**src/rtl/pattern_pkg.sv**
```systemverilog
// rtl/pattern_pkg.sv - shared types and constants for the test-pattern sequencer
package pattern_pkg;

  localparam int MODE_SMPTE        = 0;
  localparam int MODE_GRID         = 1;
  localparam int NUM_MODES_DEFAULT = 2;

  localparam logic [5:0] LED_RESET = 6'b111110;

  typedef enum logic [1:0] {
    RELEASED,
    PRESS_WAIT,
    PRESSED,
    RELEASE_WAIT
  } deb_state_e;

  // Active-low one-hot; modes beyond the six LEDs leave them all dark.
  function automatic logic [5:0] mode_led(input int unsigned m);
    logic [5:0] l;
    l = 6'b111111;
    for (int unsigned i = 0; i < 6; i++) begin
      if (m == i) l[i] = 1'b0;
    end
    return l;
  endfunction

endpackage

```
**src/rtl/btn_debounce.sv**
```systemverilog
// rtl/btn_debounce.sv - button synchroniser and debouncer producing one press event per accepted press
module btn_debounce
  import pattern_pkg::*;
#(
  parameter int DEBOUNCE_CYCLES = 180000
) (
  input  logic clkd,
  input  logic reset,
  input  logic userbtn,
  output logic press_evt
);

  localparam int CNT_W = (DEBOUNCE_CYCLES > 1) ? $clog2(DEBOUNCE_CYCLES) : 1;

  logic             r_sync1, r_sync2;
  logic [CNT_W-1:0] r_cnt;
  deb_state_e       r_state, w_state_next;
  logic             w_cnt_clr, w_cnt_inc, w_cnt_done;

  assign w_cnt_done = (r_cnt == CNT_W'(DEBOUNCE_CYCLES - 1));

  always_ff @(posedge clkd or negedge reset) begin
    if (!reset) begin
      r_sync1 <= 1'b1;
      r_sync2 <= 1'b1;
      r_state <= RELEASED;
      r_cnt   <= '0;
    end else begin
      r_sync1 <= userbtn;
      r_sync2 <= r_sync1;
      r_state <= w_state_next;
      if (w_cnt_clr)      r_cnt <= '0;
      else if (w_cnt_inc) r_cnt <= r_cnt + CNT_W'(1);
    end
  end

  // r_sync2 is the synchronised button, low while pressed.
  always_comb begin
    w_state_next = r_state;
    w_cnt_clr    = 1'b0;
    w_cnt_inc    = 1'b0;
    press_evt    = 1'b0;
    unique case (r_state)
      RELEASED: begin
        if (!r_sync2) begin
          w_state_next = PRESS_WAIT;
          w_cnt_clr    = 1'b1;
        end
      end
      PRESS_WAIT: begin
        if (r_sync2) begin
          w_state_next = RELEASED;
        end else if (w_cnt_done) begin
          w_state_next = PRESSED;
          press_evt    = 1'b1;
        end else begin
          w_cnt_inc = 1'b1;
        end
      end
      PRESSED: begin
        if (r_sync2) begin
          w_state_next = RELEASE_WAIT;
          w_cnt_clr    = 1'b1;
        end
      end
      RELEASE_WAIT: begin
        if (!r_sync2) begin
          w_state_next = PRESSED;
        end else if (w_cnt_done) begin
          w_state_next = RELEASED;
        end else begin
          w_cnt_inc = 1'b1;
        end
      end
      default: w_state_next = RELEASED;
    endcase
  end

endmodule

```
**src/rtl/pattern_sequencer.sv**
```systemverilog
// rtl/pattern_sequencer.sv - frame-aligned test-pattern mode selection with button and auto-cycle control
module pattern_sequencer
  import pattern_pkg::*;
#(
  parameter int NUM_MODES       = NUM_MODES_DEFAULT,
  parameter int MODE_W          = 3,
  parameter int DEBOUNCE_CYCLES = 180000,
  parameter int AUTO_FRAMES     = 300
) (
  input  logic              clkd,
  input  logic              reset,
  input  logic              userbtn,
  input  logic              newframe,
  input  logic              auto_en,
  output logic [MODE_W-1:0] mode,
  output logic              mode_strobe,
  output logic [5:0]        led
);

  localparam int FCNT_W = $clog2(AUTO_FRAMES + 1);

  logic              w_press_evt, w_auto_tick, w_advance;
  logic              r_pending;
  logic [FCNT_W-1:0] r_fcnt;
  logic [MODE_W-1:0] r_mode, w_mode_next;
  logic              r_strobe;
  logic [5:0]        r_led;

  btn_debounce #(
    .DEBOUNCE_CYCLES(DEBOUNCE_CYCLES)
  ) u_debounce (
    .clkd      (clkd),
    .reset     (reset),
    .userbtn   (userbtn),
    .press_evt (w_press_evt)
  );

  assign w_auto_tick = auto_en && newframe && (r_fcnt == FCNT_W'(AUTO_FRAMES - 1));
  // A press landing on the boundary cycle is applied there, not a frame later.
  assign w_advance   = newframe && (r_pending || w_press_evt || w_auto_tick);
  assign w_mode_next = (r_mode == MODE_W'(NUM_MODES - 1)) ? '0 : r_mode + MODE_W'(1);

  always_ff @(posedge clkd or negedge reset) begin
    if (!reset) begin
      r_pending <= 1'b0;
      r_fcnt    <= '0;
      r_mode    <= '0;
      r_strobe  <= 1'b0;
      r_led     <= LED_RESET;
    end else begin
      if (w_advance)        r_pending <= 1'b0;
      else if (w_press_evt) r_pending <= 1'b1;

      if (!auto_en || w_advance) r_fcnt <= '0;
      else if (newframe)         r_fcnt <= r_fcnt + FCNT_W'(1);

      r_strobe <= w_advance;
      if (w_advance) begin
        r_mode <= w_mode_next;
        r_led  <= mode_led(32'(w_mode_next));
      end
    end
  end

  assign mode        = r_mode;
  assign mode_strobe = r_strobe;
  assign led         = r_led;

endmodule

```
**config.mk**
```make
export PLATFORM = sky130hd
export DESIGN_NAME = pattern_sequencer
export DESIGN_NICKNAME = d
export VERILOG_FILES = /design/src/rtl/pattern_pkg.sv /design/src/rtl/btn_debounce.sv /design/src/rtl/pattern_sequencer.sv
export SDC_FILE = /design/constraint.sdc
export NUM_CORES = 1
export LEC_CHECK = 0
export ABC_AREA = 1
export BUFFER_PORTS_ARGS = -buffer_cell sky130_fd_sc_hd__clkbuf_2
export CORE_MARGIN = 5
export CORE_UTILIZATION = 60
export CTS_CLUSTER_DIAMETER = 200
export DETAILED_ROUTE_END_ITERATION = 8
export PLACE_DENSITY_LB_ADDON = 0.12
export SETUP_SLACK_MARGIN = 0.15
export SLEW_MARGIN = 0
export SYNTH_ARGS = -nofsm -noshare
export SYNTH_HDL_FRONTEND = slang
export SYNTH_HIERARCHICAL = 1
export SYNTH_SLANG_ARGS = --single-unit
```
**constraint.sdc**
```tcl
create_clock -name clkd -period 1.9 [get_ports clkd]
set_input_delay 0.38 -clock clkd [delete_from_list [all_inputs] [get_ports clkd]]
set_output_delay 0.38 -clock clkd [all_outputs]
set_load 0.1 [all_outputs]
```
After elaboration in Yosys (flattened, before gate mapping)
Index checks and enable logic that the tools add are counted.
Storage, ports and cells
  register bits after elaboration: 42
  bits of input ports: 5
  output and inout bits: 10
  word-level logic and storage cells: 70
Operators by class
  $add $sub $neg: 3
  eq/ne operators: 15
  mux-type cells: 30
  reductions and logical operators: 13
Operators by type and width (number)
  two-way mux 18 bit: 2
  adder 18 x 1 -> 18 bit, second input constant: 1
  == test 18 bit, second input constant: 1
  two-way mux 9 bit: 2
  two-way mux 1 bit: 16
  two-way mux 2 bit: 6
  adder 9 x 1 -> 9 bit, second input constant: 1
  == test 9 bit, second input constant: 1
  case mux 2 bit (4 select lines): 1
  == test 3 x 1 -> 1 bit, second input constant: 2
  == test 3 x 2 -> 1 bit, second input constant: 2
  == test 3 bit, second input constant: 2
  nonzero test 2 bit: 3
  == test 2 bit, second input constant: 2
  case mux 1 bit (2 select lines): 2
  AND reduction 4 bit: 1
  adder 3 x 1 -> 3 bit, second input constant: 1
  logical AND 1 bit: 3
  logical NOT 3 bit: 1
  logical OR 1 bit: 3
  two-way mux 3 bit: 1
  inequality test 3 x 1 -> 1 bit, second input constant: 1
  inequality test 3 bit, second input constant: 1
  == test 2 x 1 -> 1 bit, second input constant: 1
  4 further kinds: 4

Depth between registers and ports, before layout
Gate-level depths: netlist of run 1.
  word-level depth: 9
  gate-level depth with buffers: 11
  gate-level depth less buffers: 11

Modules after synthesis
The synthesis of run 1 kept the hierarchy.
By module, submodules not included
  btn_debounce: instances 1, cells an instance 191, area an instance 1395.1 um2, sequential area each 553.0 um2
  pattern_sequencer: instances 1, cells an instance 112, area an instance 987.2 um2, sequential area each 506.7 um2

Worst setup path after synthesis of run 1
No wires, ideal clock.
  path kind: reg2reg
  from: reg r_mode[0] (netlist: mode[0])
  to: reg r_led[0] (netlist: led[0])
  library setup time: 0.120 ns
  data arrival time: 1.655 ns
  data required time: 1.780 ns
  slack: 0.125 ns
  cell stages (with the launch flop): 6
  buffers on the path: 0
  period minus slack after synthesis: 1.775 ns
  path through: dfrtp_1 > nand2_1 > xor2_1 > nand3_1 > nand2_1 > nand2_1
On the way
  word-level cells in the longest chain between the ends: 4
  elaborated cells on any way between the ends: 5
  those cells by class: 1 x add/sub; 1 x eq/ne; 2 x mux; 1 x reduce/logical
Ends and longest elaborated chain
  start: declaration: line pattern_sequencer.sv:25  | logic [MODE_W-1:0] r_mode, w_mode_next;
  start signal: assignment: line pattern_sequencer.sv:59  | r_mode <= w_mode_next;
  adder 3 x 1 -> 3 bit / == test 3 x 1 -> 1 bit (equally long branches): line pattern_sequencer.sv:41  | assign w_mode_next = (r_mode == MODE_W'(NUM_MODES - 1)) ? '0 : r_mode + MODE_W'(1);
  two-way mux 3 bit *: line pattern_sequencer.sv:41
  logical NOT 3 bit *: line pattern_pkg.sv:22  | if (m == i) l[i] = 1'b0;
  two-way mux 1 bit *: line pattern_pkg.sv:22
  end signal: assignment: line pattern_sequencer.sv:60  | r_led <= mode_led(32'(w_mode_next));
  end: declaration: line pattern_sequencer.sv:27  | logic [5:0] r_led;
Every way passes the cells marked *; elsewhere a longest branch is shown, timed or not.
A chain may end at the register's enable or synchronous reset.

Worst setup path after layout of run 1
  from: reg u_debounce.r_cnt[7]
  to: reg r_led[0] (netlist: led[0])
On the way
  word-level cells in the longest chain between the ends: 7
Ends and longest elaborated chain
  start: declaration: line btn_debounce.sv:16  | logic [CNT_W-1:0] r_cnt;
  start signal: assignment: line btn_debounce.sv:33  | else if (w_cnt_inc) r_cnt <= r_cnt + CNT_W'(1);
  == test 18 bit: line btn_debounce.sv:20  | assign w_cnt_done = (r_cnt == CNT_W'(DEBOUNCE_CYCLES - 1));
  two-way mux 1 bit: line btn_debounce.sv:53  | end else if (w_cnt_done) begin
  two-way mux 1 bit: line btn_debounce.sv:51  | if (r_sync2) begin
  two-way mux 1 bit: line btn_debounce.sv:43  | unique case (r_state)
  net w_press_evt: line pattern_sequencer.sv:22  | logic w_press_evt, w_auto_tick, w_advance;
  logical OR 1 bit (2 in series): line pattern_sequencer.sv:40  | assign w_advance = newframe && (r_pending || w_press_evt || w_auto_tick);
  logical AND 1 bit: line pattern_sequencer.sv:40
  net w_advance: line pattern_sequencer.sv:22
The timed path passes the listed nets, and every way through them passes these cells.

==> results of run 1 <==
[per-stage QoR]
step / setup slack [ns] / util, %
floorplan: 0.1501 / -
global placement: 0.1726 / 67.04
detailed placement: 0.1126 / 67.04
CTS: 0.1590 / 70.75
global route: 0.08486 / 73.37
finish: 0.1743 / 73.37
[logic make-up (layout without fill, tap and decap cells)]
group,after synthesis,after routing,share of synthesized area [%]
AND/OR/NAND/NOR,188,188,35.03
flip-flops,42,42,44.49
buffers and inverters,37,84,7.300
XOR/XNOR,18,18,6.933
AO/OA/AOI/OAI,16,16,5.199
adder cells (fa/ha/maj),2,2,1.050
[path summary, 6_finish.rpt]
kind                                     start                   end  slack [ns]
max                        u_debounce/r_cnt[7]                led[0]        0.17
min                                      reset             r_fcnt[8]        0.10
max reg2reg                u_debounce/r_cnt[7]                led[0]        0.17
min reg2reg                 u_debounce/r_sync1    u_debounce/r_sync2        0.36
max in group asynchronous                reset  u_debounce/r_cnt[14]        1.21
min in group clkd                      userbtn    u_debounce/r_sync1        0.17
[where the power goes]
group | total (mW) | leakage [nW] | switching (mW) | internal, mW
sequential | 0.994 | 0.548 | 0.0428 | 0.951
combinational | 0.465 | 0.805 | 0.342 | 0.123
clock | 0.691 | 0.0514 | 0.299 | 0.392
[Yosys cell counts (all sizes together)]
master / count
xnor2: 3
a21oi: 1
or2: 1
dfstp: 7
nand3b: 2
inv: 31
nor2: 46
nand3: 24
nor3: 7
nor4: 1
ha: 2
buf: 6
o21ai: 14
xor2: 15
dfrtp: 35
nand2: 95
o211ai: 1
nand4: 12
[routing by layer]
layer  vias to the layer above  routed length [µm]  global-route usage [%]
met2                        46                2610                   36.35
li1                       1056                   -                       -
met4                         0                 106                   7.377
met5                         -                   0                       0
met1                       959                2190                   25.15
met3                        10                 191                   3.030
[sequential cells by signal (all words and copies together), names as in the netlist, named ones only]
signal,flops
led,6
mode,3
u_debounce/r_cnt,18
u_debounce/r_state,1
mode_strobe,1
r_fcnt,9
u_debounce/r_sync1,1
u_debounce/r_sync2,1
r_pending,1
[cell type report]
type / instances / area, µm²
repair buffers: 45 / 326.6
well taps: 50 / 62.56
multi-input cells: 224 / 1194
clock buffers: 6 / 72.57
flip-flops and latches: 42 / 1062
inverters: 31 / 116.4
fillers: 305 / 1042
clock inverters: 2 / 37.54
[worst max-delay path, cell delays in order, from the launching register on]
cell and delay (ns):
dfrtp_1 0.39, inv_2 0.07, nand4_1 0.14, nor3_2 0.19, nand3_1 0.13, nor3_2 0.21
nor2_2 0.07, nand2_2 0.09, nand2_4 0.08, buf_6 0.14, inv_1 0.06, nand2_1 0.05
nand2_1 0.05
[repair_timing]
item	4_1_cts	5_1_grt
resized for setup	2	16
pin swaps	1	12
setup buffers	4	5
endpoints found under the setup margin	11	35
hold buffers	0	0
==> metrics.md, run 1 <==
| Metric | Value |
|---|---|
| Critical Path RT | `2.13 ns` |
| Core ar. | `a little under 0.004 mm²` |
| # nets final | `~360` |
| Peak VDD IR | `approximately 0.00053 V` |
| Clock root buffer | `clkbuf_8` |
| Setup TNS | `0 ns` |
| Post-synth cell types | `30` |
| Critical Path End Type | `flip-flop` |
| CTS sink cnt | `42` |
| RSZ-0062 raised after global routing | `true` |
| Non-Filler Instances | `400` |
| Overall power | `between 2 and 2.5 mW` |
| Seq/Total Area, Yosys | `44.49%` |
| Clock latency on the worst-skew pair | `a little under 0.3 ns` |
| Vias in the first global route | `between 1,500 and 2,000` |
| Top Ports | `15` |
| Status | `complete, no violations` |
| Die height | `73.01 µm` |
| Synth area leader | `dfrtp_1` |
| Worst path arrival time | `~2 ns` |
| CP max FO | `7` |
| Placed cell areas | `about 0.0026 mm²` |
| DRT antenna net count | `0` |
| Final GP Congestion | `between 0.9 and 1` |
| Yosys warning total | `6` |
| Drt pass-1 iters | `4` |
| Antenna diodes | `0` |
| Top-area cell type share of the netlist area | `between 30 and 40%` |
| Number of synthesized register bits | `42` |
| Aggregate routed wire length | `~5.1 mm` |
| Fin crit share | `around 91%` |
| Final instance area | `around 0.0029 mm²` |
| Crit path kind | `flip-flop to flip-flop` |
| Class of the tightest hold or removal check | `primary input to async pin` |
| Worst r2r path cells | `12` |
| Most common cell after layout, fill and taps aside | `nand2_1` |
| CTS tree | `done` |
| IO buf count | `14` |
| DRC violations left | `0` |
| Syn Nets | `310` |
| Area contributors post-synth | `dfrtp_1 (37%), nand2_1 (14%), dfstp_2 (7.7%)` |
| Post-Syn Area | `0.002382 mm²` |
| Leakage | `between 1 and 1.5 nW` |
| TritonCTS Buffers | `5` |
| Clk buf depth | `2` |
| Count of pins over their slew limit | `0` |
| Pin count of the biggest net entering global routing | `29` |
| Die area | `between 0.005 and 0.006 mm²` |
| Initial antenna violation count | `0` |
| Row count | `23` |
| Layout Skew | `0.004314 ns` |
| CP Launch Type | `flip-flop` |
| Initial core utilization | `roughly three fifths` |
| First-pass GRT wire length | `~8.5 mm` |
| Initial DRC Count | `169` |
| Worst-path clk slew | `approximately 0.08 ns` |
| Hold WS | `0.1026 ns` |
| Syn avg cell area | `7.862 µm²` |
| Post-DR wirelength/cell | `around 13 µm` |
| Layout cell share with drive strength beyond 1 | `28.29%` |
| Vias/cell | `approximately 5.2` |
| Post-detail-place hpwl | `~3.8 mm` |
| Synth-to-Final Area Change | `20.54%` |
| Pwr Density | `748.7 mW/mm²` |
| Actual slew at the worst max-slew pin | `~0.65 ns` |
| H-Tree Depth | `2` |
| Gr ovfl total | `0` |
| Mapped Cells | `~300` |
| Max-cap violation count | `0` |
| Commonest non-fill, non-tap cells in the layout | `nand2_1 (90), nor2_1 (39), dfrtp_1 (33)` |
| F_max | `approximately 0.58 GHz` |
| Die width | `73.01 µm` |
| GRT Resource Usage Total | `20.53%` |
| Setup-failing EPs final | `0` |
| Placed cells | `about 380` |
| Final hold vios | `0` |
| Slew HR | `around 57%` |
| Final min period | `roughly 1.7 ns` |
| DR vias | `~2,100` |
(Power assumes the default switching activity.)
==> run 2: changes to the inputs <==
- CORE_MARGIN: 5 -> 2
- CORE_UTILIZATION: 60 -> 50
==> metrics.md, run 2 (synthesis gave the netlist of run 1 again) <==
| Metric | Value |
|---|---|
| Vias/cell | `5.123 (-1.0%)` |
| Setup-failing EPs final | `0 (unchanged)` |
| Layout cell share with drive strength beyond 1 | `25.95% (-2.3 points)` |
| Largest register FFs | `18 (unchanged)` |
| Buf/Inv on CP | `1 (-2)` |
| RSZ-0062 raised after global routing | `true` |
| Count of pins over their slew limit | `0 (unchanged)` |
| Pwr Density | `723.6 mW/mm² (-3.4%)` |
| Most common cell after layout, fill and taps aside | `nand2_1` |
| CP Launch Type | `flip-flop` |
| Slew HR | `63.35% (+6.4 points)` |
| Final GP Congestion | `0.8888 (-5.2%)` |
| Clock root buffer | `clkbuf_8` |
| Synth-to-Final Area Change | `17.91%` |
| Post-detail-place hpwl | `3.636 mm (-3.4%)` |
| Aggregate routed wire length | `4.999 mm (-2.0%)` |
| Layout Skew | `0.006944 ns (+0.002630 ns)` |
| Antenna diodes | `0 (unchanged)` |
| IO buf count | `14 (unchanged)` |
| Hold Buf Count CTS | `0 (unchanged)` |
| Critical Path End Type | `output port` |
| Initial antenna violation count | `0 (unchanged)` |
| Hold WS | `0.04989 ns (-0.05271 ns)` |
| Die width | `73.03 µm (about the same)` |
| Top Ports | `15 (unchanged)` |
| Final hold vios | `0 (unchanged)` |
| Clk buf depth | `2 (unchanged)` |
| First-pass GRT wire length | `8.390 mm (-1.5%)` |
| # nets final | `349 (-2.0%)` |
| TritonCTS Buffers | `5 (unchanged)` |
| Vias in the first global route | `1,891 (-5.0%)` |
| Drt pass-1 iters | `4 (unchanged)` |
| CTS tree | `done` |
| Worst-path clk slew | `0.08 ns (about the same)` |
| Fin crit share | `90.26% (-0.57 points)` |
| Delay of the slowest critical-path stage | `0.52 ns (+0.13 ns)` |
| CP max-delay cell | `dfrtp_1` |
| Leakage | `1.371 nW (-2.4%)` |
| Commonest non-fill, non-tap cells in the layout | `nand2_1 (88), nor2_1 (39), dfrtp_1 (33)` |
| Die height | `73.03 µm (about the same)` |
| Class of the tightest hold or removal check | `primary input to async pin` |
| DRT antenna net count | `0 (unchanged)` |
| CTS sink cnt | `42 (unchanged)` |
| Final worst slack | `0.1850 ns (+0.01074 ns)` |
| CP max FO | `7 (unchanged)` |
| F_max | `0.5831 GHz (+0.63%)` |
| H-Tree Depth | `2 (unchanged)` |
| Final min period | `1.715 ns (-0.01074 ns)` |
| DRC violations left | `0 (unchanged)` |
| Crit-path leading delay family | `flip-flops` |
| Pin count of the biggest net entering global routing | `24 (-17%)` |
| GRT Resource Usage Total | `20.66% (+0.13 points)` |
| Peak VDD IR | `0.0006388 V (+20%)` |
| Initial core utilization | `51.11% (-9.8 points)` |
| Status | `complete, no violations` |
| Most flop-heavy register | `u_debounce/r_cnt` |
| Critical Path RT | `1.52 ns (-0.61 ns)` |
| Die area | `0.005333 mm² (about the same)` |
| Clock latency on the worst-skew pair | `0.30 ns (about the same)` |
| Initial DRC Count | `90 (-47%)` |
| Overall power | `2.033 mW (-5.5%)` |
| Pre-CTS setup slack | `0.06057 ns (-0.05206 ns)` |
| Actual slew at the worst max-slew pin | `0.5498 ns (-0.09566 ns)` |
| Core ar. | `0.004661 mm² (+19%)` |
| DR vias | `2,034 (-1.8%)` |
| Crit path kind | `flip-flop to output port` |
| Worst path arrival time | `1.34 ns (-0.62 ns)` |
| Gr ovfl total | `0 (unchanged)` |
| Post-DR wirelength/cell | `12.59 µm (-1.2%)` |
| Crit-path cells | `clkbuf_2` |
| Max-cap violation count | `0 (unchanged)` |
| Setup TNS | `0 ns (unchanged)` |
| Row count | `25 (+8.7%)` |
==> run 2: per-layer routing <==
layer  vias to the layer above  GRT usage (%)  part of all wire [%]
met1                       942          27.36                    46
met5                         -              0                     0
met3                         9          4.144                   3.4
met2                        37          33.43                    49
met4                         0          7.613                   1.4
li1                       1046              -                     -
==> run 2: what timing repair did <==
action | in CTS | in global routing
resized for setup | 5 | 9
endpoints found under the hold margin | 0 | 0
setup endpoints to repair | 11 | 28
pin swaps | 5 | 6
buffers inserted | 4 | 0
==> run 2: worst paths after layout <==
kind,start,to,slack [ns],depth (start not counted)
min in group clkd,userbtn,u_debounce/r_sync1,0.16,1
setup reg to reg,u_debounce/r_cnt[0],mode[1],0.18,11
hold / removal,reset,u_debounce/r_cnt[6],0.05,1
max in group asynchronous,reset,u_debounce/r_sync1,1.26,2
setup / recovery,mode[2],mode[2],0.18,1
hold reg to reg,u_debounce/r_sync1,u_debounce/r_sync2,0.35,0
==> run 2: report_power, final <==
part           switching (mW)  leakage, nW  internal (mW)  total (mW)
logic                   0.336        0.778          0.120       0.456
registers              0.0447        0.548          0.951       0.996
clock network           0.321       0.0452          0.260       0.581
total                   0.702         1.37           1.33        2.03
==> run 2: per-stage QoR <==
| stage | cells | util (%) | instance area, µm² |
|---|---|---|---|
| 3_3_place_gp | 385 | 56.62 | 2639 |
| 6_report | 397 | 60.27 | 2809 |
| 3_5_place_dp | 385 | 56.62 | 2639 |
| 4_1_cts | 397 | 59.70 | 2783 |
| 2_1_floorplan | 303 | - | 2384 |
| 5_1_grt | 397 | 60.27 | 2809 |
==> run 2: final cells by class <==
class,count,area (µm²)
fill,423,1852
multi-input combinational,224,1185
sequential,42,1062
timing repair buffer,38,291.5
inverter,31,116.4
clock buffer,6,72.57
tap,54,67.56
clock inverter,2,13.76
==> run 3: changes to the inputs <==
- CAP_MARGIN: not set -> 10
- REMOVE_ABC_BUFFERS: not set -> 1
==> metrics.md, run 3 (synthesis gave the netlist of run 1 again) <==
| Metric | Value |
|---|---|
| Core ar. | `0.004661 mm² (unchanged)` |
| Top Ports | `15 (unchanged)` |
| Placed cells | `385 (unchanged)` |
| Fin crit share | `88.88% (-1.4 points)` |
| Layout Skew | `0.009296 ns (+0.002352 ns)` |
| CP Launch Type | `flip-flop` |
| Drt pass-1 iters | `4 (unchanged)` |
| DRC violations left | `0 (unchanged)` |
| Filler cell count | `413 (-2.4%)` |
| F_max | `0.5922 GHz (+1.6%)` |
| IO buf count | `14 (unchanged)` |
| Vias/cell | `5.102 (-0.42%)` |
| Setup TNS | `0 ns (unchanged)` |
| Worst path arrival time | `1.87 ns (+0.53 ns)` |
| Aggregate routed wire length | `5.201 mm (+4.0%)` |
| Die area | `0.005333 mm² (unchanged)` |
| Clk pwr share | `37.4% (+8.8 points)` |
| Gr ovfl total | `0 (unchanged)` |
| Vias in the first global route | `2,005 (+6.0%)` |
| Comb pwr share | `19.8% (-2.6 points)` |
| Hold Buf Count CTS | `0 (unchanged)` |
| DRT antenna net count | `0 (unchanged)` |
| Leakage | `1.425 nW (+3.9%)` |
| Sw Share | `30.07% (-4.5 points)` |
| CTS sink cnt | `42 (unchanged)` |
| Clk buf depth | `2 (unchanged)` |
| Count of pins over their slew limit | `0 (unchanged)` |
| Crit path kind | `flip-flop to flip-flop` |
| GRT Resource Usage Total | `20.90% (+0.23 points)` |
| Worst-path clk slew | `0.08 ns (about the same)` |
| # nets final | `355 (+1.7%)` |
| Final GP Congestion | `0.8825 (-0.71%)` |
| Most common cell after layout, fill and taps aside | `nand2_1` |
| Critical Path RT | `2.08 ns (+0.56 ns)` |
| Setup-failing EPs final | `0 (unchanged)` |
| Layout cell share with drive strength beyond 1 | `29.51% (+3.6 points)` |
| Pin count of the biggest net entering global routing | `24 (unchanged)` |
| Post-DR wirelength/cell | `12.91 µm (+2.5%)` |
| Critical Path End Type | `flip-flop` |
| Max-cap violation count | `0 (unchanged)` |
| Slew HR | `63.53% (+0.18 points)` |
| DR vias | `2,056 (+1.1%)` |
| Antenna diodes | `0 (unchanged)` |
| Commonest non-fill, non-tap cells in the layout | `nand2_1 (85), nor2_1 (39), dfrtp_1 (33)` |
| Seq pwr share | `42.9% (-6.1 points)` |
| Pwr Density | `790.5 mW/mm² (+9.3%)` |
| Largest register FFs | `18 (unchanged)` |
| Hold WS | `0.05094 ns (+0.001053 ns)` |
| Row count | `25 (unchanged)` |
| Initial antenna violation count | `0 (unchanged)` |
| Final worst slack | `0.2113 ns (+0.02631 ns)` |
| Post-detail-place hpwl | `3.702 mm (+1.8%)` |
| CTS tree | `done` |
| Final min period | `1.689 ns (-0.02631 ns)` |
| Status | `complete, no violations` |
| Synth-to-Final Area Change | `24.00%` |
| Internal power | `1.633 mW (+23%)` |
| RSZ-0062 raised after global routing | `true` |
| First-pass GRT wire length | `8.783 mm (+4.7%)` |
| Actual slew at the worst max-slew pin | `0.5471 ns (-0.002696 ns)` |
| Initial core utilization | `51.11% (unchanged)` |
| TritonCTS Buffers | `5 (unchanged)` |
| Pre-CTS setup slack | `0.08799 ns (+0.02742 ns)` |
| Clock root buffer | `clkbuf_8` |
| H-Tree Depth | `2 (unchanged)` |
| Most flop-heavy register | `u_debounce/r_cnt` |
| Worst r2r path cells | `10 (-1)` |
| Initial DRC Count | `131 (+46%)` |
| Class of the tightest hold or removal check | `primary input to async pin` |
| Sw Pwr | `0.7021 mW (about the same)` |
| Die width | `73.03 µm (unchanged)` |
| Clock latency on the worst-skew pair | `0.30 ns (about the same)` |
| Non-Filler Instances | `403 (+1.5%)` |
| Peak VDD IR | `0.0006020 V (-5.8%)` |
| Die height | `73.03 µm (unchanged)` |
| CP max FO | `5 (-2)` |
| Final hold vios | `0 (unchanged)` |
-- run 3: layer usage --
metal  wire (µm)  track usage [%]  vias to the layer above
met4          80            9.053                        0
met1        2392            27.98                      956
met5           0                0                        -
met2        2530            33.23                       42
met3         198            3.591                        9
li1            -                -                     1049
-- run 3: critical path, cell delays in order (launching register included) --
cell     delay, ns
dfrtp_1       0.37
nand2_1       0.11
nor4_2        0.29
nand3_1       0.15
nor3_2        0.14
nor2_2        0.08
nand2_2       0.10
nand2_4       0.09
buf_12        0.15
nand2_2       0.05
o21ai_2       0.05
-- run 3: path summary, 6_finish.rpt --
path / from / endpoint / slack, ns
max: u_debounce/r_cnt[12] / mode[2] / 0.21
min: reset / u_debounce/r_cnt[2] / 0.05
max reg2reg: u_debounce/r_cnt[12] / mode[2] / 0.21
min reg2reg: u_debounce/r_sync1 / u_debounce/r_sync2 / 0.37
max in group asynchronous: reset / led[4] / 1.26
min in group clkd: userbtn / u_debounce/r_sync1 / 0.17
-- run 3: cell type report --
cell class              count  area, µm²  area share (%)
clock buffers               6      82.58           2.795
clock inverters             2      60.06           2.033
inverters                  31      116.4           3.939
multi-input cells         224       1210           40.96
flip-flops and latches     42       1062           35.96
well taps                  54      67.56           2.287
repair buffers             44      355.3           12.03
-- run 3: power groups by stage --
stage | clock (mW) | combinational, mW | sequential (mW)
floorplan | 0 | 0.139 | 1.18
global placement | 0 | 0.433 | 1.01
detailed placement | 0 | 0.433 | 1.01
CTS | 0.887 | 0.461 | 0.997
global route | 0.912 | 0.501 | 1.01
finish | 0.872 | 0.462 | 1.00
-- run 3: timing repair --
item,4_1_cts,5_1_grt
gates cloned,0,2
endpoints found under the setup margin,13,20
buffers inserted,3,5
resized for setup,5,16
pin swaps,4,7
endpoints found under the hold margin,0,0
-- run 3: metrics by stage --
step / power (mW) / cell area [µm²] / utilization (%)
floorplan: 1.317 / 2325 / -
global placement: 1.440 / 2638 / 56.59
detailed placement: 1.443 / 2638 / 56.59
CTS: 2.345 / 2830 / 60.72
global route: 2.421 / 2954 / 63.38
finish: 2.335 / 2954 / 63.38
